### config.mk
export PLATFORM = sky130hd
export DESIGN_NAME = mc_control_unit
export DESIGN_NICKNAME = d
export VERILOG_FILES = /design/src/rtl/cpu_ctrl_pkg.sv /design/src/rtl/mc_control_unit.sv
export SDC_FILE = /design/constraint.sdc
export NUM_CORES = 1
export LEC_CHECK = 0
export ABC_AREA = 1
export CORE_MARGIN = 4
export CORE_UTILIZATION = 50
export CTS_CLUSTER_SIZE = 28
export DETAILED_ROUTE_END_ITERATION = 6
export GPL_TIMING_DRIVEN = 0
export MAX_ROUTING_LAYER = met4
export PLACE_DENSITY = 0.94
export SETUP_SLACK_MARGIN = 0.5
export SLEW_MARGIN = 30
export SYNTH_ARGS = -nofsm -noshare
export SYNTH_HDL_FRONTEND = slang
export SYNTH_SLANG_ARGS = --single-unit
### constraint.sdc
create_clock -name clk -period 5.22 [get_ports clk]
set_input_delay 1.044 -clock clk [delete_from_list [all_inputs] [get_ports clk]]
set_output_delay 1.044 -clock clk [all_outputs]
set_load 0.01 [all_outputs]
### src/rtl/cpu_ctrl_pkg.sv
// Shared control encodings: FSM states, opcodes and datapath select codes
// used by the control unit, the ALU control and the datapath.
package cpu_ctrl_pkg;

  typedef enum logic [3:0] {
    S_FETCH    = 4'd0,
    S_DECODE   = 4'd1,
    S_MEM_ADDR = 4'd2,
    S_MEM_RD   = 4'd3,
    S_MEM_WB   = 4'd4,
    S_MEM_WR   = 4'd5,
    S_EXEC     = 4'd6,
    S_R_WB     = 4'd7,
    S_BRANCH   = 4'd8,
    S_JUMP     = 4'd9,
    S_ADDI_EX  = 4'd10,
    S_ADDI_WB  = 4'd11,
    S_TRAP     = 4'd12
  } state_t;

  localparam logic [5:0] OP_RTYPE = 6'h00;
  localparam logic [5:0] OP_LW    = 6'h23;
  localparam logic [5:0] OP_SW    = 6'h2B;
  localparam logic [5:0] OP_BEQ   = 6'h04;
  localparam logic [5:0] OP_J     = 6'h02;
  localparam logic [5:0] OP_ADDI  = 6'h08;

  localparam logic [1:0] ALU_ADD   = 2'b00;
  localparam logic [1:0] ALU_SUB   = 2'b01;
  localparam logic [1:0] ALU_FUNCT = 2'b10;

  localparam logic [1:0] SRCB_REG    = 2'b00;
  localparam logic [1:0] SRCB_FOUR   = 2'b01;
  localparam logic [1:0] SRCB_IMM    = 2'b10;
  localparam logic [1:0] SRCB_IMM_SH = 2'b11;

  localparam logic [1:0] PCSRC_ALU    = 2'b00;
  localparam logic [1:0] PCSRC_ALUOUT = 2'b01;
  localparam logic [1:0] PCSRC_JUMP   = 2'b10;

endpackage

### src/rtl/mc_control_unit.sv
// Multi-cycle MIPS control FSM: Moore strobes per state, one state per cycle.
// FETCH/MEM_RD/MEM_WR hold (strobes stable) until mem_ready; TRAP absorbs until reset.
module mc_control_unit
  import cpu_ctrl_pkg::*;
#(
  parameter int CNT_W = 32
) (
  input  logic             clk,
  input  logic             reset,
  input  logic [5:0]       opcode,
  input  logic             mem_ready,
  output logic             pc_write,
  output logic             pc_write_cond,
  output logic             i_or_d,
  output logic             mem_read,
  output logic             mem_write,
  output logic             ir_write,
  output logic             mem_to_reg,
  output logic             reg_dst,
  output logic             reg_write,
  output logic             alu_src_a,
  output logic [1:0]       alu_src_b,
  output logic [1:0]       alu_op,
  output logic [1:0]       pc_source,
  output logic             branch,
  output logic             jump,
  output logic             illegal,
  output logic [CNT_W-1:0] retired,
  output logic [3:0]       state
);

  state_t             r_state;
  state_t             w_next;
  logic               r_illegal;
  logic [CNT_W-1:0]   r_retired;
  logic               w_retire;

  always_comb begin
    w_next = r_state;
    case (r_state)
      S_FETCH:    if (mem_ready) w_next = S_DECODE;
      S_DECODE: begin
        case (opcode)
          OP_LW, OP_SW: w_next = S_MEM_ADDR;
          OP_RTYPE:     w_next = S_EXEC;
          OP_BEQ:       w_next = S_BRANCH;
          OP_J:         w_next = S_JUMP;
          OP_ADDI:      w_next = S_ADDI_EX;
          default:      w_next = S_TRAP;
        endcase
      end
      S_MEM_ADDR: w_next = (opcode == OP_SW) ? S_MEM_WR : S_MEM_RD;
      S_MEM_RD:   if (mem_ready) w_next = S_MEM_WB;
      S_MEM_WR:   if (mem_ready) w_next = S_FETCH;
      S_EXEC:     w_next = S_R_WB;
      S_ADDI_EX:  w_next = S_ADDI_WB;
      S_MEM_WB, S_R_WB, S_BRANCH, S_JUMP, S_ADDI_WB: w_next = S_FETCH;
      S_TRAP:     w_next = S_TRAP;
      default:    w_next = S_FETCH;
    endcase
  end

  // An instruction retires when its last state hands control back to FETCH.
  assign w_retire = (w_next == S_FETCH) &&
                    (r_state inside {S_MEM_WB, S_MEM_WR, S_R_WB, S_BRANCH, S_JUMP, S_ADDI_WB});

  always_ff @(posedge clk) begin
    if (!reset) begin
      r_state   <= S_FETCH;
      r_illegal <= 1'b0;
      r_retired <= '0;
    end else begin
      r_state <= w_next;
      if (w_next == S_TRAP) r_illegal <= 1'b1;
      if (w_retire)         r_retired <= r_retired + CNT_W'(1);
    end
  end

  always_comb begin
    pc_write      = 1'b0;
    pc_write_cond = 1'b0;
    i_or_d        = 1'b0;
    mem_read      = 1'b0;
    mem_write     = 1'b0;
    ir_write      = 1'b0;
    mem_to_reg    = 1'b0;
    reg_dst       = 1'b0;
    reg_write     = 1'b0;
    alu_src_a     = 1'b0;
    alu_src_b     = SRCB_REG;
    alu_op        = ALU_ADD;
    pc_source     = PCSRC_ALU;
    branch        = 1'b0;
    jump          = 1'b0;
    case (r_state)
      S_FETCH: begin
        mem_read  = 1'b1;
        alu_src_b = SRCB_FOUR;
        ir_write  = mem_ready;
        pc_write  = mem_ready;
      end
      S_DECODE:  alu_src_b = SRCB_IMM_SH;
      S_MEM_ADDR, S_ADDI_EX: begin
        alu_src_a = 1'b1;
        alu_src_b = SRCB_IMM;
      end
      S_MEM_RD: begin
        mem_read = 1'b1;
        i_or_d   = 1'b1;
      end
      S_MEM_WB: begin
        reg_write  = 1'b1;
        mem_to_reg = 1'b1;
      end
      S_MEM_WR: begin
        mem_write = 1'b1;
        i_or_d    = 1'b1;
      end
      S_EXEC: begin
        alu_src_a = 1'b1;
        alu_op    = ALU_FUNCT;
      end
      S_R_WB: begin
        reg_write = 1'b1;
        reg_dst   = 1'b1;
      end
      S_BRANCH: begin
        alu_src_a     = 1'b1;
        alu_op        = ALU_SUB;
        pc_write_cond = 1'b1;
        pc_source     = PCSRC_ALUOUT;
        branch        = 1'b1;
      end
      S_JUMP: begin
        pc_write  = 1'b1;
        pc_source = PCSRC_JUMP;
        jump      = 1'b1;
      end
      S_ADDI_WB: reg_write = 1'b1;
      default: ;
    endcase
  end

  assign illegal = r_illegal;
  assign retired = r_retired;
  assign state   = r_state;

endmodule

==> results by group <==
Run status
  • Status: complete, no violations

Synthesis
  • Cell count after synthesis: 428
  • Parity-gate share of the synthesized area counting xor and xnor cells: 0.3559%
  • Dominant synthesized flop cell: sky130_fd_sc_hd__dfxtp_1
  • Synthesized net count: 438
  • Proportion of synthesized flip-flops having asynchronous set or reset: 0%
  • Seq/Total Area, Yosys: 30.10%
  • Cell Area, Synth: 2461 um^2
  • Number of warning messages in the yosys log: 0
  • Flip-flop and latch count after synthesis: 37
  • Compound-Gate Fraction of Synth Area: 5.643%
  • Post-synthesis simple-gate area fraction: 51.14%
  • Cell taking the most area after synthesis: sky130_fd_sc_hd__dfxtp_1
  • Area share of fa/ha/maj cells after synthesis: 0.5084%
  • Number of flops mapped to enable cells by yosys: 0
  • Area fraction of the dominant cell type after synthesis: 30.10%
  • Synth area leaders: sky130_fd_sc_hd__dfxtp_1 (30%), sky130_fd_sc_hd__nand2_1 (16%), sky130_fd_sc_hd__nor2_1 (15%)
  • Mean instance size in the synthesized netlist: 5.750 um^2
  • Distinct cell type count after synthesis: 27
  • Mux contribution to synthesized area: 0%
  • Dominant combinational cell family by area after synthesis: simple AND/OR/NAND/NOR gates

Clocking
  • Clock edge transition at the registers on the reported setup and hold paths: 70 ps
  • Post-cts resize count: 0
  • Clock Latency Late Sink: 290 ps
  • TritonCTS clock tree: yes
  • Maximum clock path buffer count: 2
  • Number of setup buffers added after CTS: 0
  • Cell at the root of the clock tree: sky130_fd_sc_hd__clkbuf_8
  • Hold-fix buffers, CTS: 0
  • CTS HTree Levels: 2
  • TritonCTS sink count: 37
  • Total clock buffers created by CTS: 5

Die
  • Die H: 78.16 um
  • Row Count: 25
  • # IOs: 64
  • Die X: 78.16 um
  • Initial core utilization: 51.76%
  • Die area: 6109 um^2
  • Area of the core region: 4755 um^2

Pwr
  • Power per standard cell area: 206.6 nW/um^2
  • Largest voltage drop on the vdd net: 140.5 uV
  • P_leak: 1.356 nW
  • Total Power: 0.0006755 W

Timing
  • Period minus WS final: 3367 ps
  • Slew headroom: 68.05%
  • Hold Violations, Final: 0
  • Final clock skew: 8.141 ps
  • Fin crit share: 64.50%
  • Hold Slack: 477.2 ps
  • Setup repair after global routing missed its margin: false
  • Slew of the pin with the lowest slew margin: 479.2 ps
  • Setup WS post-layout: 1853 ps
  • Number of pins exceeding their max-slew limit in the final report: 0
  • Achievable clock frequency: 297.0 MHz
  • TNS Setup: 0 ps
  • Setup violation total in the final timing report: 0

Worst setup path
  • Element type at the critical path start: primary input
  • Data arrival, critical path: 2320 ps
  • Standard cell with the maximum stage delay on the critical path: sky130_fd_sc_hd__clkdlybuf4s50_1
  • Classification of the worst setup path: in2out
  • Crit-path max cell delay: 560 ps
  • Critical path fanouts, max: 4
  • Worst-path cell chain: clkdlybuf4s50_1 -> nand2_1 -> o21ai_0 -> clkdlybuf4s50_1
  • Worst Setup End Kind: output port
  • Cell repeated most along the worst path: sky130_fd_sc_hd__clkdlybuf4s50_1
  • Data required time at the worst endpoint: 4180 ps

Placed design
  • Dpl ws: 1861 ps
  • Port bufs: 62
  • DP HPWL: 5427 um
  • Global placement routability congestion: 0.9382
  • Cell count after placement: 557

Hold path
  • Classification of the worst-slack hold path: reg2reg

Global routing
  • Total routing usage reported by global routing: 24.47%
  • Global-route wire length before repair: 11970 um
  • Antenna violations before repair: 0
  • Vias in the first global route: 2679
  • Total grt overflow: 0
  • Maximum number of pins on one net before global-route repair: 12

Final layout
  • Most common cell after layout, fill and taps aside: sky130_fd_sc_hd__nand2_1
  • Diode insertion count for antenna repair: 0
  • Final nets: 507
  • Fraction of final layout cells sized beyond drive strength 1: 5.835%
  • Area added between synthesis and finish: 32.84%
  • Commonest non-fill, non-tap cells in the layout: sky130_fd_sc_hd__nand2_1 (107), sky130_fd_sc_hd__nor2_1 (98), sky130_fd_sc_hd__clkdlybuf4s50_1 (62)
  • Number of non-filler instances in the completed layout: 564
  • Filler instances: 457

Drt
  • Initial DRC Count: 258
  • Total routed wirelength: 6977 um
  • Avg WL per Cell: 12.37 um
  • Via density: 5.294
  • # DRC: 0
  • Via total after detailed routing: 2986
  • Remaining antenna violation count: 0
  • Count of TritonRoute iterations in the first routing pass: 5

Flow run
  • # Max-Cap Violations: 0
## cell usage after synthesis, drive strengths merged, types with 3 or more instances
cell / number
nand3: 47
nand2: 108
nor2: 103
nor3: 9
o21ai: 5
dfxtp: 37
nand4: 19
a21oi: 20
nor4: 4
inv: 53
clkbuf: 3
buf: 13
## cells by family after synthesis
family | after synthesis
AND/OR/NAND/NOR | 292
buffers and inverters | 70
flip-flops | 37
AO/OA/AOI/OAI | 27
XOR/XNOR | 1
adder cells (fa/ha/maj) | 1
## routing by layer
| metal | wire [um] | GRT usage, % | vias up | share of wire (%) |
|---|---|---|---|---|
| li1 | - | - | 1496 | - |
| met1 | 2868 | 29.79 | 1331 | 41 |
| met2 | 3340 | 40.41 | 147 | 48 |
| met3 | 650 | 5.390 | 12 | 9.3 |
| met4 | 116 | 7.867 | 0 | 1.7 |
| met5 | 0 | - | - | 0 |
## registers in the layout, indices dropped and copies added (netlist names)
name,count
retired,32
state,4
illegal,1
## worst paths after layout
path / slack, ps / start / to / cells after the start
max: 1850 / mem_ready / pc_write / 4
min reg2reg: 480 / illegal / illegal / 2
max reg2reg: 3000 / retired[0] / retired[26] / 12
min: 480 / illegal / illegal / 2
## worst max-delay path: cells and delay by family
family          cells  cell delay, ps
compound gates      1              80
simple gates        1             100
buf+inv             2            1090
## per-stage QoR
stage	instance area (um^2)	util [%]
global placement	3166	66.58
floorplan	2461	-
CTS	3269	68.76
finish	3269	68.76
global route	3269	68.76
detailed placement	3166	66.58
## area by class of cell
type | instances | area [um^2] | area share [%]
Buffer | 16 | 98.84 | 3.023
Tap cell | 67 | 83.83 | 2.564
Clock buffer | 5 | 68.82 | 2.105
Timing Repair Buffer | 62 | 620.6 | 18.98
Sequential cell | 37 | 740.7 | 22.66
Inverter | 54 | 202.7 | 6.200
Multi-Input combinational cell | 321 | 1419 | 43.40
Clock inverter | 2 | 35.03 | 1.072
## where the power goes
part	internal (W)	switching, W	total (W)	leakage, nW
sequential	0.000286	0.00000522	0.000291	0.299
clock	0.000139	0.000104	0.000242	0.0540
combinational	0.0000563	0.0000856	0.000142	1.00
Note: power is estimated with default switching activity, not from simulation.
